--- src/rtl/nasti_stream_writer_if.sv ---
// nasti_stream_writer_if: NASTI stream and NASTI memory channel bundles
interface nasti_stream_channel #(
    parameter int DATA_WIDTH = 64,
    parameter int ID_WIDTH   = 1,
    parameter int DEST_WIDTH = 1,
    parameter int USER_WIDTH = 1
);
    logic                      t_valid;
    logic                      t_ready;
    logic [DATA_WIDTH-1:0]     t_data;
    logic                      t_last;
    logic [DATA_WIDTH/8-1:0]   t_strb;
    logic [DATA_WIDTH/8-1:0]   t_keep;
    logic [ID_WIDTH-1:0]       t_id;
    logic [DEST_WIDTH-1:0]     t_dest;
    logic [USER_WIDTH-1:0]     t_user;

    modport master (
        output t_valid, t_data, t_last, t_strb, t_keep, t_id, t_dest, t_user,
        input  t_ready
    );
    modport slave (
        input  t_valid, t_data, t_last, t_strb, t_keep, t_id, t_dest, t_user,
        output t_ready
    );
endinterface

interface nasti_channel #(
    parameter int ADDR_WIDTH = 64,
    parameter int DATA_WIDTH = 64,
    parameter int ID_WIDTH   = 1,
    parameter int USER_WIDTH = 1
);
    logic [ID_WIDTH-1:0]       aw_id;
    logic [ADDR_WIDTH-1:0]     aw_addr;
    logic [7:0]                aw_len;
    logic [2:0]                aw_size;
    logic [1:0]                aw_burst;
    logic                      aw_lock;
    logic [3:0]                aw_cache;
    logic [2:0]                aw_prot;
    logic [3:0]                aw_qos;
    logic [3:0]                aw_region;
    logic [USER_WIDTH-1:0]     aw_user;
    logic                      aw_valid;
    logic                      aw_ready;
    logic [DATA_WIDTH-1:0]     w_data;
    logic [DATA_WIDTH/8-1:0]   w_strb;
    logic                      w_last;
    logic [USER_WIDTH-1:0]     w_user;
    logic                      w_valid;
    logic                      w_ready;
    logic [ID_WIDTH-1:0]       b_id;
    logic [1:0]                b_resp;
    logic [USER_WIDTH-1:0]     b_user;
    logic                      b_valid;
    logic                      b_ready;
    logic [ID_WIDTH-1:0]       ar_id;
    logic [ADDR_WIDTH-1:0]     ar_addr;
    logic [7:0]                ar_len;
    logic [2:0]                ar_size;
    logic [1:0]                ar_burst;
    logic                      ar_lock;
    logic [3:0]                ar_cache;
    logic [2:0]                ar_prot;
    logic [3:0]                ar_qos;
    logic [3:0]                ar_region;
    logic [USER_WIDTH-1:0]     ar_user;
    logic                      ar_valid;
    logic                      ar_ready;
    logic [ID_WIDTH-1:0]       r_id;
    logic [DATA_WIDTH-1:0]     r_data;
    logic [1:0]                r_resp;
    logic                      r_last;
    logic [USER_WIDTH-1:0]     r_user;
    logic                      r_valid;
    logic                      r_ready;

    modport master (
        output aw_id, aw_addr, aw_len, aw_size, aw_burst, aw_lock, aw_cache, aw_prot,
               aw_qos, aw_region, aw_user, aw_valid,
        input  aw_ready,
        output w_data, w_strb, w_last, w_user, w_valid,
        input  w_ready,
        input  b_id, b_resp, b_user, b_valid,
        output b_ready,
        output ar_id, ar_addr, ar_len, ar_size, ar_burst, ar_lock, ar_cache, ar_prot,
               ar_qos, ar_region, ar_user, ar_valid,
        input  ar_ready,
        input  r_id, r_data, r_resp, r_last, r_user, r_valid,
        output r_ready
    );
    modport slave (
        input  aw_id, aw_addr, aw_len, aw_size, aw_burst, aw_lock, aw_cache, aw_prot,
               aw_qos, aw_region, aw_user, aw_valid,
        output aw_ready,
        input  w_data, w_strb, w_last, w_user, w_valid,
        output w_ready,
        output b_id, b_resp, b_user, b_valid,
        input  b_ready,
        input  ar_id, ar_addr, ar_len, ar_size, ar_burst, ar_lock, ar_cache, ar_prot,
               ar_qos, ar_region, ar_user, ar_valid,
        output ar_ready,
        output r_id, r_data, r_resp, r_last, r_user, r_valid,
        input  r_ready
    );
endinterface

--- src/rtl/nasti_stream_writer.sv ---
// nasti_stream_writer: writes a data stream to memory as 4 KiB-safe NASTI write bursts
module nasti_stream_writer #(
    parameter int ADDR_WIDTH       = 64,
    parameter int DATA_WIDTH       = 64,
    parameter int MAX_BURST_LENGTH = 8
) (
    input  logic                  aclk,
    input  logic                  areset,
    nasti_stream_channel.slave    src,
    nasti_channel.master          dst,
    input  logic [ADDR_WIDTH-1:0] w_dst,
    input  logic [ADDR_WIDTH-1:0] w_len,
    input  logic                  w_valid,
    output logic                  w_ready,
    output logic                  w_error
);
    localparam int ADDR_SHIFT = $clog2(DATA_WIDTH/8);
    localparam logic [1:0] IDLE = 2'd0;
    localparam logic [1:0] ADDR = 2'd1;
    localparam logic [1:0] DATA = 2'd2;
    localparam logic [1:0] RESP = 2'd3;
    localparam logic [ADDR_WIDTH-1:0] ALIGN = ~ADDR_WIDTH'(DATA_WIDTH/8 - 1);

    logic [1:0]            state;
    logic [ADDR_WIDTH-1:0] addr, len, cmd_len;
    logic [ADDR_WIDTH-1:0] rem_beats, bnd_beats, max_beats, min_rb, beats, bytes;
    logic [12:0]           bnd;
    logic [7:0]            cnt;
    logic                  hold, w_hs, last;

    assign cmd_len   = w_len & ALIGN;
    assign bnd       = (13'h1000 - {1'b0, addr[11:0]}) >> ADDR_SHIFT;
    assign rem_beats = len >> ADDR_SHIFT;
    assign bnd_beats = ADDR_WIDTH'(bnd);
    assign max_beats = ADDR_WIDTH'(MAX_BURST_LENGTH);
    assign min_rb    = rem_beats < bnd_beats ? rem_beats : bnd_beats;
    assign beats     = min_rb < max_beats ? min_rb : max_beats;
    assign bytes     = beats << ADDR_SHIFT;
    assign w_hs      = dst.w_valid & dst.w_ready;
    assign last      = cnt == dst.aw_len;
    assign w_ready   = state == IDLE && !hold;

    assign dst.aw_valid  = state == ADDR;
    assign dst.aw_addr   = addr;
    assign dst.aw_len    = 8'(beats - 1'b1);
    assign dst.aw_size   = 3'(ADDR_SHIFT);
    assign dst.aw_burst  = 2'b01;
    assign dst.aw_id     = '0;
    assign dst.aw_lock   = 1'b0;
    assign dst.aw_cache  = '0;
    assign dst.aw_prot   = '0;
    assign dst.aw_qos    = '0;
    assign dst.aw_region = '0;
    assign dst.aw_user   = '0;

    assign dst.w_valid = state == DATA && src.t_valid;
    assign src.t_ready = state == DATA && dst.w_ready;
    assign dst.w_data  = src.t_data;
    assign dst.w_strb  = '1;
    assign dst.w_last  = state == DATA && last;
    assign dst.w_user  = '0;
    assign dst.b_ready = state == RESP;

    assign dst.ar_valid  = 1'b0;
    assign dst.ar_id     = '0;
    assign dst.ar_addr   = '0;
    assign dst.ar_len    = '0;
    assign dst.ar_size   = '0;
    assign dst.ar_burst  = '0;
    assign dst.ar_lock   = 1'b0;
    assign dst.ar_cache  = '0;
    assign dst.ar_prot   = '0;
    assign dst.ar_qos    = '0;
    assign dst.ar_region = '0;
    assign dst.ar_user   = '0;
    assign dst.r_ready   = 1'b0;

    // command sequencing: accept, issue one burst at a time, wait for its response
    always_ff @(posedge aclk) begin
        if (areset) begin
            state   <= IDLE;
            addr    <= '0;
            len     <= '0;
            cnt     <= '0;
            hold    <= 1'b0;
            w_error <= 1'b0;
        end else begin
            hold <= 1'b0;
            if (w_valid && w_ready) begin
                addr    <= w_dst & ALIGN;
                len     <= cmd_len;
                cnt     <= '0;
                w_error <= 1'b0;
                hold    <= cmd_len == '0;
                state   <= cmd_len == '0 ? IDLE : ADDR;
            end
            if (state == ADDR && dst.aw_ready) begin
                state <= DATA;
                cnt   <= '0;
            end
            if (w_hs) begin
                cnt <= cnt + 8'd1;
                if (last) begin
                    state <= RESP;
                    addr  <= addr + bytes;
                    len   <= len - bytes;
                end
            end
            if (state == RESP && dst.b_valid) begin
                w_error <= w_error | (dst.b_resp != 2'b00);
                state   <= len != '0 ? ADDR : IDLE;
            end
        end
    end
endmodule

--- src/flat_wrapper.sv ---
// flat-port wrapper written by rule: the top's interface ports become plain ports
module nasti_stream_writer_flat 
#(
    parameter int ADDR_WIDTH       = 64,
    parameter int DATA_WIDTH       = 64,
    parameter int MAX_BURST_LENGTH = 8
)
  (aclk, areset, w_dst, w_len, w_valid, w_ready, w_error, src_t_valid, src_t_data, src_t_last, src_t_strb, src_t_keep, src_t_id, src_t_dest, src_t_user, src_t_ready, dst_aw_id, dst_aw_addr, dst_aw_len, dst_aw_size, dst_aw_burst, dst_aw_lock, dst_aw_cache, dst_aw_prot, dst_aw_qos, dst_aw_region, dst_aw_user, dst_aw_valid, dst_aw_ready, dst_w_data, dst_w_strb, dst_w_last, dst_w_user, dst_w_valid, dst_w_ready, dst_b_id, dst_b_resp, dst_b_user, dst_b_valid, dst_b_ready, dst_ar_id, dst_ar_addr, dst_ar_len, dst_ar_size, dst_ar_burst, dst_ar_lock, dst_ar_cache, dst_ar_prot, dst_ar_qos, dst_ar_region, dst_ar_user, dst_ar_valid, dst_ar_ready, dst_r_id, dst_r_data, dst_r_resp, dst_r_last, dst_r_user, dst_r_valid, dst_r_ready);
  nasti_stream_channel #(.DATA_WIDTH(DATA_WIDTH)) src_i ();
  nasti_channel #(.ADDR_WIDTH(ADDR_WIDTH), .DATA_WIDTH(DATA_WIDTH)) dst_i ();
  input  logic aclk;
  input  logic areset;
  input  logic [ADDR_WIDTH-1:0] w_dst;
  input  logic [ADDR_WIDTH-1:0] w_len;
  input  logic w_valid;
  output logic w_ready;
  output logic w_error;
  input wire logic [$bits(src_i.t_valid)-1:0] src_t_valid;
  input wire logic [$bits(src_i.t_data)-1:0] src_t_data;
  input wire logic [$bits(src_i.t_last)-1:0] src_t_last;
  input wire logic [$bits(src_i.t_strb)-1:0] src_t_strb;
  input wire logic [$bits(src_i.t_keep)-1:0] src_t_keep;
  input wire logic [$bits(src_i.t_id)-1:0] src_t_id;
  input wire logic [$bits(src_i.t_dest)-1:0] src_t_dest;
  input wire logic [$bits(src_i.t_user)-1:0] src_t_user;
  output wire logic [$bits(src_i.t_ready)-1:0] src_t_ready;
  output wire logic [$bits(dst_i.aw_id)-1:0] dst_aw_id;
  output wire logic [$bits(dst_i.aw_addr)-1:0] dst_aw_addr;
  output wire logic [$bits(dst_i.aw_len)-1:0] dst_aw_len;
  output wire logic [$bits(dst_i.aw_size)-1:0] dst_aw_size;
  output wire logic [$bits(dst_i.aw_burst)-1:0] dst_aw_burst;
  output wire logic [$bits(dst_i.aw_lock)-1:0] dst_aw_lock;
  output wire logic [$bits(dst_i.aw_cache)-1:0] dst_aw_cache;
  output wire logic [$bits(dst_i.aw_prot)-1:0] dst_aw_prot;
  output wire logic [$bits(dst_i.aw_qos)-1:0] dst_aw_qos;
  output wire logic [$bits(dst_i.aw_region)-1:0] dst_aw_region;
  output wire logic [$bits(dst_i.aw_user)-1:0] dst_aw_user;
  output wire logic [$bits(dst_i.aw_valid)-1:0] dst_aw_valid;
  input wire logic [$bits(dst_i.aw_ready)-1:0] dst_aw_ready;
  output wire logic [$bits(dst_i.w_data)-1:0] dst_w_data;
  output wire logic [$bits(dst_i.w_strb)-1:0] dst_w_strb;
  output wire logic [$bits(dst_i.w_last)-1:0] dst_w_last;
  output wire logic [$bits(dst_i.w_user)-1:0] dst_w_user;
  output wire logic [$bits(dst_i.w_valid)-1:0] dst_w_valid;
  input wire logic [$bits(dst_i.w_ready)-1:0] dst_w_ready;
  input wire logic [$bits(dst_i.b_id)-1:0] dst_b_id;
  input wire logic [$bits(dst_i.b_resp)-1:0] dst_b_resp;
  input wire logic [$bits(dst_i.b_user)-1:0] dst_b_user;
  input wire logic [$bits(dst_i.b_valid)-1:0] dst_b_valid;
  output wire logic [$bits(dst_i.b_ready)-1:0] dst_b_ready;
  output wire logic [$bits(dst_i.ar_id)-1:0] dst_ar_id;
  output wire logic [$bits(dst_i.ar_addr)-1:0] dst_ar_addr;
  output wire logic [$bits(dst_i.ar_len)-1:0] dst_ar_len;
  output wire logic [$bits(dst_i.ar_size)-1:0] dst_ar_size;
  output wire logic [$bits(dst_i.ar_burst)-1:0] dst_ar_burst;
  output wire logic [$bits(dst_i.ar_lock)-1:0] dst_ar_lock;
  output wire logic [$bits(dst_i.ar_cache)-1:0] dst_ar_cache;
  output wire logic [$bits(dst_i.ar_prot)-1:0] dst_ar_prot;
  output wire logic [$bits(dst_i.ar_qos)-1:0] dst_ar_qos;
  output wire logic [$bits(dst_i.ar_region)-1:0] dst_ar_region;
  output wire logic [$bits(dst_i.ar_user)-1:0] dst_ar_user;
  output wire logic [$bits(dst_i.ar_valid)-1:0] dst_ar_valid;
  input wire logic [$bits(dst_i.ar_ready)-1:0] dst_ar_ready;
  input wire logic [$bits(dst_i.r_id)-1:0] dst_r_id;
  input wire logic [$bits(dst_i.r_data)-1:0] dst_r_data;
  input wire logic [$bits(dst_i.r_resp)-1:0] dst_r_resp;
  input wire logic [$bits(dst_i.r_last)-1:0] dst_r_last;
  input wire logic [$bits(dst_i.r_user)-1:0] dst_r_user;
  input wire logic [$bits(dst_i.r_valid)-1:0] dst_r_valid;
  output wire logic [$bits(dst_i.r_ready)-1:0] dst_r_ready;
  assign src_i.t_valid = src_t_valid;
  assign src_i.t_data = src_t_data;
  assign src_i.t_last = src_t_last;
  assign src_i.t_strb = src_t_strb;
  assign src_i.t_keep = src_t_keep;
  assign src_i.t_id = src_t_id;
  assign src_i.t_dest = src_t_dest;
  assign src_i.t_user = src_t_user;
  assign src_t_ready = src_i.t_ready;
  assign dst_aw_id = dst_i.aw_id;
  assign dst_aw_addr = dst_i.aw_addr;
  assign dst_aw_len = dst_i.aw_len;
  assign dst_aw_size = dst_i.aw_size;
  assign dst_aw_burst = dst_i.aw_burst;
  assign dst_aw_lock = dst_i.aw_lock;
  assign dst_aw_cache = dst_i.aw_cache;
  assign dst_aw_prot = dst_i.aw_prot;
  assign dst_aw_qos = dst_i.aw_qos;
  assign dst_aw_region = dst_i.aw_region;
  assign dst_aw_user = dst_i.aw_user;
  assign dst_aw_valid = dst_i.aw_valid;
  assign dst_i.aw_ready = dst_aw_ready;
  assign dst_w_data = dst_i.w_data;
  assign dst_w_strb = dst_i.w_strb;
  assign dst_w_last = dst_i.w_last;
  assign dst_w_user = dst_i.w_user;
  assign dst_w_valid = dst_i.w_valid;
  assign dst_i.w_ready = dst_w_ready;
  assign dst_i.b_id = dst_b_id;
  assign dst_i.b_resp = dst_b_resp;
  assign dst_i.b_user = dst_b_user;
  assign dst_i.b_valid = dst_b_valid;
  assign dst_b_ready = dst_i.b_ready;
  assign dst_ar_id = dst_i.ar_id;
  assign dst_ar_addr = dst_i.ar_addr;
  assign dst_ar_len = dst_i.ar_len;
  assign dst_ar_size = dst_i.ar_size;
  assign dst_ar_burst = dst_i.ar_burst;
  assign dst_ar_lock = dst_i.ar_lock;
  assign dst_ar_cache = dst_i.ar_cache;
  assign dst_ar_prot = dst_i.ar_prot;
  assign dst_ar_qos = dst_i.ar_qos;
  assign dst_ar_region = dst_i.ar_region;
  assign dst_ar_user = dst_i.ar_user;
  assign dst_ar_valid = dst_i.ar_valid;
  assign dst_i.ar_ready = dst_ar_ready;
  assign dst_i.r_id = dst_r_id;
  assign dst_i.r_data = dst_r_data;
  assign dst_i.r_resp = dst_r_resp;
  assign dst_i.r_last = dst_r_last;
  assign dst_i.r_user = dst_r_user;
  assign dst_i.r_valid = dst_r_valid;
  assign dst_r_ready = dst_i.r_ready;
  nasti_stream_writer #(.ADDR_WIDTH(ADDR_WIDTH), .DATA_WIDTH(DATA_WIDTH), .MAX_BURST_LENGTH(MAX_BURST_LENGTH)) u_core (.aclk(aclk), .areset(areset), .src(src_i), .dst(dst_i), .w_dst(w_dst), .w_len(w_len), .w_valid(w_valid), .w_ready(w_ready), .w_error(w_error));
endmodule
--- config.mk ---
export PLATFORM = sky130hd
export DESIGN_NAME = nasti_stream_writer_flat
export DESIGN_NICKNAME = d
export VERILOG_FILES = /design/src/rtl/nasti_stream_writer_if.sv /design/src/rtl/nasti_stream_writer.sv /design/src/flat_wrapper.sv
export SDC_FILE = /design/constraint.sdc
export NUM_CORES = 1
export LEC_CHECK = 0
export BUFFER_PORTS_ARGS = -buffer_cell sky130_fd_sc_hd__buf_4
export CAP_MARGIN = 0
export CORE_AREA = 10 10 210 212
export CTS_BUF_LIST = sky130_fd_sc_hd__clkbuf_4 sky130_fd_sc_hd__clkbuf_8
export CTS_CLUSTER_SIZE = 28
export DETAILED_ROUTE_END_ITERATION = 6
export DIE_AREA = 0 0 220 222
export PLACE_DENSITY = 0.76
export SLEW_MARGIN = 20
export SYNTH_ARGS = -nofsm -noshare
export SYNTH_HDL_FRONTEND = slang
export SYNTH_SLANG_ARGS = --single-unit
--- constraint.sdc ---
create_clock -name aclk -period 12 [get_ports aclk]
set_input_delay 2.4 -clock aclk [delete_from_list [all_inputs] [get_ports aclk]]
set_output_delay 2.4 -clock aclk [all_outputs]
set_load 0.01 [all_outputs]
==> results.txt, run 1 <==
----------------------------------------------------
[Die]
  Die ar. ... 48800 µm²
  Die X ... roughly 220 µm
  Boundary Pins ... 566
  Height of the die ... 222 µm
  Core Region ... 39600 µm²
  Number of rows in the core area ... 73
  Initial Util ... 38.3%

[Synth]
  Number of unique standard cell types used by synthesis ... 72
  Post-synth top area share ... around 18%
  Count of warnings emitted by yosys ... 0
  Count of flip-flops with a built-in enable after synthesis ... 0
  Area of the mapped netlist ... approximately 15000 µm²
  Syn avg cell area ... 7.19 µm²
  Leading cell types by total area after synthesis ... dfxtp_1 (18%), ha_1 (11%), buf_4 (9.5%)
  Cell accounting for the most synthesized area ... dfxtp_1
  Asr flop ratio synth ... 0%
  Dominant register cell in the synthesized netlist ... dfxtp_1
  Sequential cell area fraction in the yosys report ... 18.4%
  Synth Instances ... 2112
  Post-synthesis sequential element count ... 140

[Clock network]
  Hold bufs inserted after CTS ... 0
  TritonCTS Buffers ... 17
  Total number of H-tree levels ... 4
  Number of setup buffers added after CTS ... 0
  Number of resized instances in the post-cts repair step ... 0
  Clock input transition at the sequential cells of the worst setup and hold paths ... 0.09 ns
  Root buffer selected by CTS ... clkbuf_8
  CTS tree ... built
  CTS max path bufs ... 2
  CTS sink count ... 140
  Clock latency of the later-clocked register in the worst-skew pair ... between 0.5 and 0.6 ns

[Timing]
  Measured slew at the worst slew-check pin ... 0.981 ns
  TNS Setup ... 0 ns
  Setup clock skew after layout ... 0.0271 ns
  Unrepaired setup endpoints after global routing ... false
  Minimum period implied by the final worst setup slack ... roughly 9.0 ns
  Max frequency ... around 110 MHz
  Headroom to the max-slew limit ... 34.6%
  Total setup violations reported at the end of the flow ... 0
  Total count of max-transition violations in the final report ... 0
  Fin. Hold Viols ... 0
  Final critical-path share of the clock period ... 74.7%

[Worst setup path]
  Required time reported for the critical path endpoint ... 12.40 ns
  Endpoint arrival time on the critical path ... 9.36 ns
  Register-to-Register Setup Slack ... 3.04 ns
  Worst R2R End ... u_core.dst.aw_addr[61]$_SDFF_PP0_
  Sort of element at the start of the critical path ... flip-flop
  Reg2Reg Depth ... 27
  Destination of the critical timing path ... u_core.dst.aw_addr[61]$_SDFF_PP0_
  Critical path class ... reg2reg
  Launch point of the worst reg-to-reg path ... u_core.dst.aw_addr[0]$_SDFFE_PP0P_
  Worst-path maximum fanout ... 19
  First element of the critical path ... u_core.dst.aw_addr[0]$_SDFFE_PP0P_
  Worst Setup End Kind ... flip-flop

[GRT]
  Global router's overall resource usage ... 19.2%
  Global-route wire length before repair ... 77500 µm
  Largest net degree at the start of global routing ... 84
  Global route total overflow ... 0
  Number of antenna violations at the first check in global routing ... 0
  Number of global-route vias before repair ... 14.7k

[Route]
  Wire length after detailed routing ... 50100 µm
  Routed wirelength normalized by instance count ... 17.8 µm
  Final antenna-violating net count ... 0
  DR vias ... 15.6k
  Final routed DRC violation total ... 0
  First-pass DRT Iterations ... 6
  Iteration-0 DRC Markers ... 1266
  Avg Vias per Cell ... between 5 and 6

[Finish]
  Antenna diode count ... 0
  Fraction of layout cells with a size suffix above 1 ... between 10 and 15%
  Layout area overhead ... 11.5%
  Number of nets in the layout ... 2710
  Final design instance area without fill ... about 17000 µm²

[Placed design]
  Routability Congestion ... 0.938
  PortBufs ... roughly 210
  Placement Cell Area ... about 17000 µm²
  Detailed-placement wirelength estimate ... 39100 µm

[Run status]
  Status ... finished, final reports clean

[Job]
  Number of max-capacitance violations reported ... 0

[Pwr]
  Static leakage ... 7.97 nW
  Pwr dens ... between 90 and 100 nW/µm²
  Max rail drop VDD ... roughly 0.058 mV

[Hold path]
  Min-delay worst type ... reg2reg

----------------------------------------------------
[metrics by stage]
stage	hold slack [ns]	power (mW)	std cells	utilization [%]	worst slack, ns
floorplan	0.431	1.04	2351	-	4.88
global placement	0.443	1.15	2791	41.7	3.50
detailed placement	0.451	1.17	2791	41.7	3.32
CTS	0.464	1.61	2823	42.7	3.22
global route	0.499	1.72	2823	42.7	2.34
finish	0.458	1.62	2823	42.7	3.04
[per-layer routing]
| layer | vias up | wire [µm] | global-route usage, % | part of all wire, % |
|---|---|---|---|---|
| li1 | 7563 | - | - | - |
| met4 | 0 | 1290 | 6.32 | 2.6 |
| met2 | 619 | 23500 | 31.4 | 47 |
| met5 | - | 0 | 0 | 0 |
| met1 | 7332 | 21400 | 24.0 | 43 |
| met3 | 89 | 3930 | 4.98 | 7.8 |
[sequential cells by signal (all words and copies together) (netlist names)]
| register | cells |
|---|---|
| u_core.w_error | 1 |
| u_core.dst.aw_addr | 64 |
| u_core.state | 2 |
| u_core.len | 64 |
| u_core.cnt | 8 |
| u_core.hold | 1 |
[placed cells by master (no fill, tap or decap), drive strengths merged, types with 17 or more instances in the layout]
master  instances
nand2         344
conb          241
buf           216
a21oi         202
nor2          176
dfxtp         140
ha            129
a21o           82
o21ai          79
a311oi         62
xnor2          61
xor2           45
nand3          36
nor4           36
inv            33
and3           30
nor3           30
a211oi         30
a31oi          27
and2           22
nand4          21
o21a           19
mux2i          18
o211ai         18
clkbuf         18
nand2b         17
[critical path: stages (launching register included)]
cell       delay (ns)
dfxtp_1          0.35
or4_4            0.59
or3_1            0.51
nor4_1           0.38
nand2b_1         0.18
nor2_1           0.15
xor2_1           0.08
ha_1             0.33
nand2_1          0.06
o21ai_0          0.38
o22ai_1          0.24
o211ai_4         0.61
nor2_1           0.10
a31oi_1          0.47
inv_1            0.13
ha_1             0.25
fa_1             0.43
a211oi_1         0.32
o21ai_0          0.20
a2111oi_0        0.71
o211ai_1         0.31
a21oi_1          0.39
nor2_1           0.14
a41oi_1          0.48
o21ai_0          0.31
a41oi_1          0.37
xor2_1           0.12
a211oi_1         0.26
[worst min-delay path by stage]
| stage | depth (start not counted) | slack, ns | to | startpoint |
|---|---|---|---|---|
| floorplan | 1 | 0.43 | u_core.len[1]$_SDFFE_PP0P_ | u_core.len[1]$_SDFFE_PP0P_ |
| global placement | 1 | 0.44 | u_core.len[1]$_SDFFE_PP0P_ | u_core.len[1]$_SDFFE_PP0P_ |
| detailed placement | 1 | 0.45 | u_core.len[1]$_SDFFE_PP0P_ | u_core.len[1]$_SDFFE_PP0P_ |
| CTS | 2 | 0.46 | u_core.w_error$_SDFFE_PP0P_ | u_core.w_error$_SDFFE_PP0P_ |
| global route | 2 | 0.50 | u_core.w_error$_SDFFE_PP0P_ | u_core.w_error$_SDFFE_PP0P_ |
| finish | 2 | 0.46 | u_core.w_error$_SDFFE_PP0P_ | u_core.w_error$_SDFFE_PP0P_ |
[synthesized netlist by cell type, types with 17 or more instances]
library cell and count:
nand4_1 21, o21a_1 19, nand3_1 36, nor4_1 35, a311oi_1 62, dfxtp_1 140, nand2_1 344, a21o_1 82
xor2_1 45, nand2b_1 17, buf_4 193, clkbuf_1 97, a31oi_1 27, inv_1 28, o211ai_1 17, and2_1 22
and3_1 30, nor3_1 30, ha_1 129, o21ai_0 77, mux2i_1 17, a21oi_1 202, nor2_1 176, a211oi_1 30
xnor2_1 61
[cell type report]
class,count,area [µm²]
multi-input cells,1882,11300
fillers,4066,22700
clock inverters,14,181
flip-flops and latches,140,2800
well taps,525,657
repair buffers,216,1620
inverters,28,105
clock buffers,18,241
[logic make-up (layout without fill, tap and decap cells)]
family / count (synthesis) / after routing / share of synthesized area (%)
other: 2 / 241 / 0.0494
buffers and inverters: 329 / 276 / 13.0
AOI/OAI and AO/OA: 614 / 614 / 27.1
adders and majority gates: 131 / 131 / 10.9
xor gates and xnor gates: 106 / 106 / 6.11
muxes: 18 / 18 / 1.21
DFF: 140 / 140 / 18.4
and+or+nand+nor: 772 / 772 / 23.2
[power by group]
| group | leakage, nW | switching [mW] | internal [mW] |
|---|---|---|---|
| clock | 0.206 | 0.228 | 0.212 |
| sequential | 1.15 | 0.0390 | 0.496 |
| combinational | 6.61 | 0.384 | 0.259 |
Note: power is estimated with default switching activity, not from simulation.
==> inputs of run 2 (changes only) <==
==> constraint.sdc (replaced) <==
create_clock -name aclk -period 8.9 [get_ports aclk]
set_input_delay 1.78 -clock aclk [delete_from_list [all_inputs] [get_ports aclk]]
set_output_delay 1.78 -clock aclk [all_outputs]
set_load 0.01 [all_outputs]
==> run 2 against run 1 <==
  * Non-clock buffer count up 4
  * Hold slack gained 0.0017 ns
  * Worst setup slack got worse by 2.5 ns
  * Combinational power is 35% higher
  * Total power grew 33%
  * Clock power is 29% higher
  * Final cell count rose by 0.11%
  * Largest cell class unchanged
  * Highest routed layer unchanged
==> results.txt, run 2 (synthesis gave the netlist of run 1 again) <==
----------------------------------------------------
[Route]
  Iteration-0 DRC Markers ... 1119 (was 1266)
  Final routed DRC violation total ... 0 (unchanged)
  DR vias ... 15.5k (was 15.6k)
  Wire length after detailed routing ... 50200 µm (was 50100 µm)
  Final antenna-violating net count ... 0 (unchanged)
  Routed wirelength normalized by instance count ... 17.8 µm (about the same)
  Avg Vias per Cell ... 5.48 (was 5.53)
  First-pass DRT Iterations ... 5 (was 6)

[Die]
  Die ar. ... 48800 µm² (unchanged)
  Initial Util ... 38.3% (unchanged)
  Die X ... 220 µm (unchanged)
  Boundary Pins ... 566 (unchanged)
  Core Region ... 39600 µm² (unchanged)
  Number of rows in the core area ... 73 (unchanged)
  Height of the die ... 222 µm (unchanged)

[Timing]
  Final critical-path share of the clock period ... 94.3% (was 74.7%)
  Setup clock skew after layout ... 0.0253 ns (was 0.0271 ns)
  Unrepaired setup endpoints after global routing ... false (unchanged)
  Minimum period implied by the final worst setup slack ... 8.39 ns (was 8.96 ns)
  Total setup violations reported at the end of the flow ... 0 (unchanged)
  Max frequency ... 119 MHz (was 112 MHz)
  TNS Setup ... 0 ns (unchanged)
  Fin worst setup slack ... 0.507 ns (was 3.04 ns)
  Measured slew at the worst slew-check pin ... 1.08 ns (was 0.981 ns)
  Fin. Hold Viols ... 0 (unchanged)
  Smallest hold slack ... 0.460 ns (was 0.458 ns)
  Total count of max-transition violations in the final report ... 0 (unchanged)
  Headroom to the max-slew limit ... 27.6% (was 34.6%)

[Pwr]
  Sw Ratio ... 40.4% (was 40.3%)
  P_int ... 1.28 mW (was 0.967 mW)
  Pwr dens ... 127 nW/µm² (was 95.6 nW/µm²)
  Static leakage ... 7.97 nW (about the same)
  Max rail drop VDD ... 0.0909 mV (was 0.0577 mV)
  Clock power share ... 26.3% (was 27.2%)
  Relative contribution of sequential cells to total power ... 33.5% (was 33.1%)
  Part of the power in combinational logic ... 40.2% (was 39.7%)
  Switch Pwr ... 0.870 mW (was 0.652 mW)

[Placed design]
  Pre-CTS setup slack ... 0.644 ns (was 3.32 ns)
  Routability Congestion ... 0.927 (was 0.938)
  PortBufs ... 209 (unchanged)
  Detailed-placement wirelength estimate ... 39300 µm (was 39100 µm)
  Placed Cells ... 2795 (was 2791)

[Worst setup path]
  Reg2Reg Depth ... 26 (was 27)
  Family with the most delay on the worst path ... compound AO/OA/AOI/OAI gates (unchanged)
  Required time reported for the critical path endpoint ... 9.23 ns (was 12.40 ns)
  CP peak stage delay ... 0.58 ns (was 0.71 ns)
  Buffers plus inverters on the worst setup path ... 1 (unchanged)
  Worst-path maximum fanout ... 11 (was 19)
  Standard cell with the maximum stage delay on the critical path ... or4_4 (was a2111oi_0)
  Critical path class ... reg2reg (unchanged)
  Sort of element at the start of the critical path ... flip-flop (unchanged)
  Worst Setup End Kind ... flip-flop (unchanged)
  Register-to-Register Setup Slack ... 0.51 ns (was 3.04 ns)
  Worst R2R End ... u_core.dst.aw_addr[61]$_SDFF_PP0_ (unchanged)
  Launch point of the worst reg-to-reg path ... u_core.dst.aw_addr[0]$_SDFFE_PP0P_ (unchanged)
  Endpoint arrival time on the critical path ... 8.73 ns (was 9.36 ns)

[Finish]
  Layout fillers ... 4081 (was 4066)
  Antenna diode count ... 0 (unchanged)
  Most common library cell in the layout ignoring fill and taps ... nand2_1 (unchanged)
  Reg area ... 2800 µm² (unchanged)
  Fraction of layout cells with a size suffix above 1 ... 12.5% (was 12.4%)
  Final core utilization ... 42.7% (about the same)
  Layout area overhead ... 11.5% (about the same)
  Non-filler instance count after layout ... 2826 (was 2823)
  Number of nets in the layout ... 2714 (was 2710)
  Highest-count cells in the layout ignoring fill and taps ... nand2_1 (343), conb_1 (241), buf_4 (220) (was nand2_1 (343), conb_1 (241), buf_4 (216))
  Area of the multi-input gates ... 11300 µm² (about the same)

[Clock network]
  TritonCTS Buffers ... 17 (unchanged)
  Number of setup buffers added after CTS ... 0 (unchanged)
  Root buffer selected by CTS ... clkbuf_8 (unchanged)
  Clock latency of the later-clocked register in the worst-skew pair ... 0.51 ns (about the same)
  Clock input transition at the sequential cells of the worst setup and hold paths ... 0.08 ns (was 0.09 ns)
  CTS max path bufs ... 2 (unchanged)
  CTS sink count ... 140 (unchanged)
  Hold bufs inserted after CTS ... 0 (unchanged)
  Total number of H-tree levels ... 4 (unchanged)
  CTS tree ... built (unchanged)

[GRT]
  Global route total overflow ... 0 (unchanged)
  Global-route wire length before repair ... 77700 µm (was 77500 µm)
  Number of antenna violations at the first check in global routing ... 0 (unchanged)
  Number of global-route vias before repair ... 14.7k (about the same)
  Global router's overall resource usage ... 19.4% (was 19.2%)
  Largest net degree at the start of global routing ... 80 (was 84)

[Hold path]
  Min-delay worst type ... reg2reg (unchanged)
  Hold Path Depth ... 2 (unchanged)
  Hold path endpoint ... u_core.w_error$_SDFFE_PP0P_ (unchanged)
  Beginning of the worst hold path ... u_core.w_error$_SDFFE_PP0P_ (unchanged)

[Job]
  Number of max-capacitance violations reported ... 0 (unchanged)

[Run status]
  Status ... finished, final reports clean (unchanged)

----------------------------------------------------
run 2: metal layers:
layer  wire (µm)  up-vias  share of wire, %  GRT usage (%)
li1            -     7575                 -              -
met1       21200     7233                42           23.9
met2       23500      600                47           31.8
met3        4360       68               8.7           5.50
met4        1160        0               2.3           5.90
met5           0        -                 0              0
run 2: what timing repair did:
action / 4_1_cts / 5_1_grt
hold endpoints to repair: 0 / 0
setup endpoints to repair: 0 / 1
gates resized for setup: 0 / 1
run 2: worst reg2reg max path, stage by stage (launching register included):
cell	delay, ns
dfxtp_1	0.34
or4_4	0.58
or3_1	0.49
nor4_1	0.39
nand2b_1	0.17
nor2_1	0.14
xor2_1	0.16
ha_1	0.27
and4_1	0.20
or4_1	0.40
o22ai_1	0.29
o211ai_4	0.20
a31oi_1	0.55
inv_1	0.13
ha_1	0.24
fa_1	0.43
a211oi_1	0.34
o21ai_0	0.22
a2111oi_1	0.53
o211ai_1	0.26
a21oi_1	0.35
nor2_1	0.13
a41oi_1	0.48
o21ai_0	0.31
a41oi_1	0.35
xor2_1	0.18
a211oi_1	0.08
run 2: how the worst max path moves through the flow:
stage | slack, ns | end | startpoint | cells after the start
floorplan | 1.78 | u_core.len[63]$_SDFF_PP0_ | u_core.dst.aw_addr[0]$_SDFFE_PP0P_ | 27
global placement | 0.68 | u_core.dst.aw_addr[61]$_SDFF_PP0_ | u_core.dst.aw_addr[0]$_SDFFE_PP0P_ | 26
detailed placement | 0.64 | u_core.dst.aw_addr[61]$_SDFF_PP0_ | u_core.dst.aw_addr[0]$_SDFFE_PP0P_ | 26
CTS | 0.57 | u_core.dst.aw_addr[61]$_SDFF_PP0_ | u_core.dst.aw_addr[0]$_SDFFE_PP0P_ | 26
global route | 0.03 | u_core.dst.aw_addr[61]$_SDFF_PP0_ | u_core.dst.aw_addr[0]$_SDFFE_PP0P_ | 27
finish | 0.51 | u_core.dst.aw_addr[61]$_SDFF_PP0_ | u_core.dst.aw_addr[0]$_SDFFE_PP0P_ | 26
run 2: power groups by stage:
stage               clock network (mW)  registers (mW)  logic, mW
floorplan                            0           0.724      0.680
global placement                     0           0.734      0.828
detailed placement                   0           0.734      0.839
CTS                              0.581           0.720      0.845
global route                     0.599           0.728      0.962
finish                           0.567           0.722      0.867
run 2: final cells by class:
| type | count | area share, % |
|---|---|---|
| Clock buffer | 19 | 1.54 |
| Clock inverter | 12 | 0.812 |
| Tap cell | 525 | 3.88 |
| Inverter | 28 | 0.620 |
| Sequential cell | 140 | 16.5 |
| Multi-Input combinational cell | 1882 | 66.9 |
| Timing Repair Buffer | 220 | 9.75 |
run 2: stage by stage:
| stage | power (mW) | cell area (µm²) |
|---|---|---|
| final | 2.15 | 16900 |
| after global routing | 2.29 | 16900 |
| after CTS | 2.15 | 16900 |
| after detailed placement | 1.57 | 16500 |
| after global placement | 1.56 | 16500 |
| after floorplan | 1.40 | 16100 |
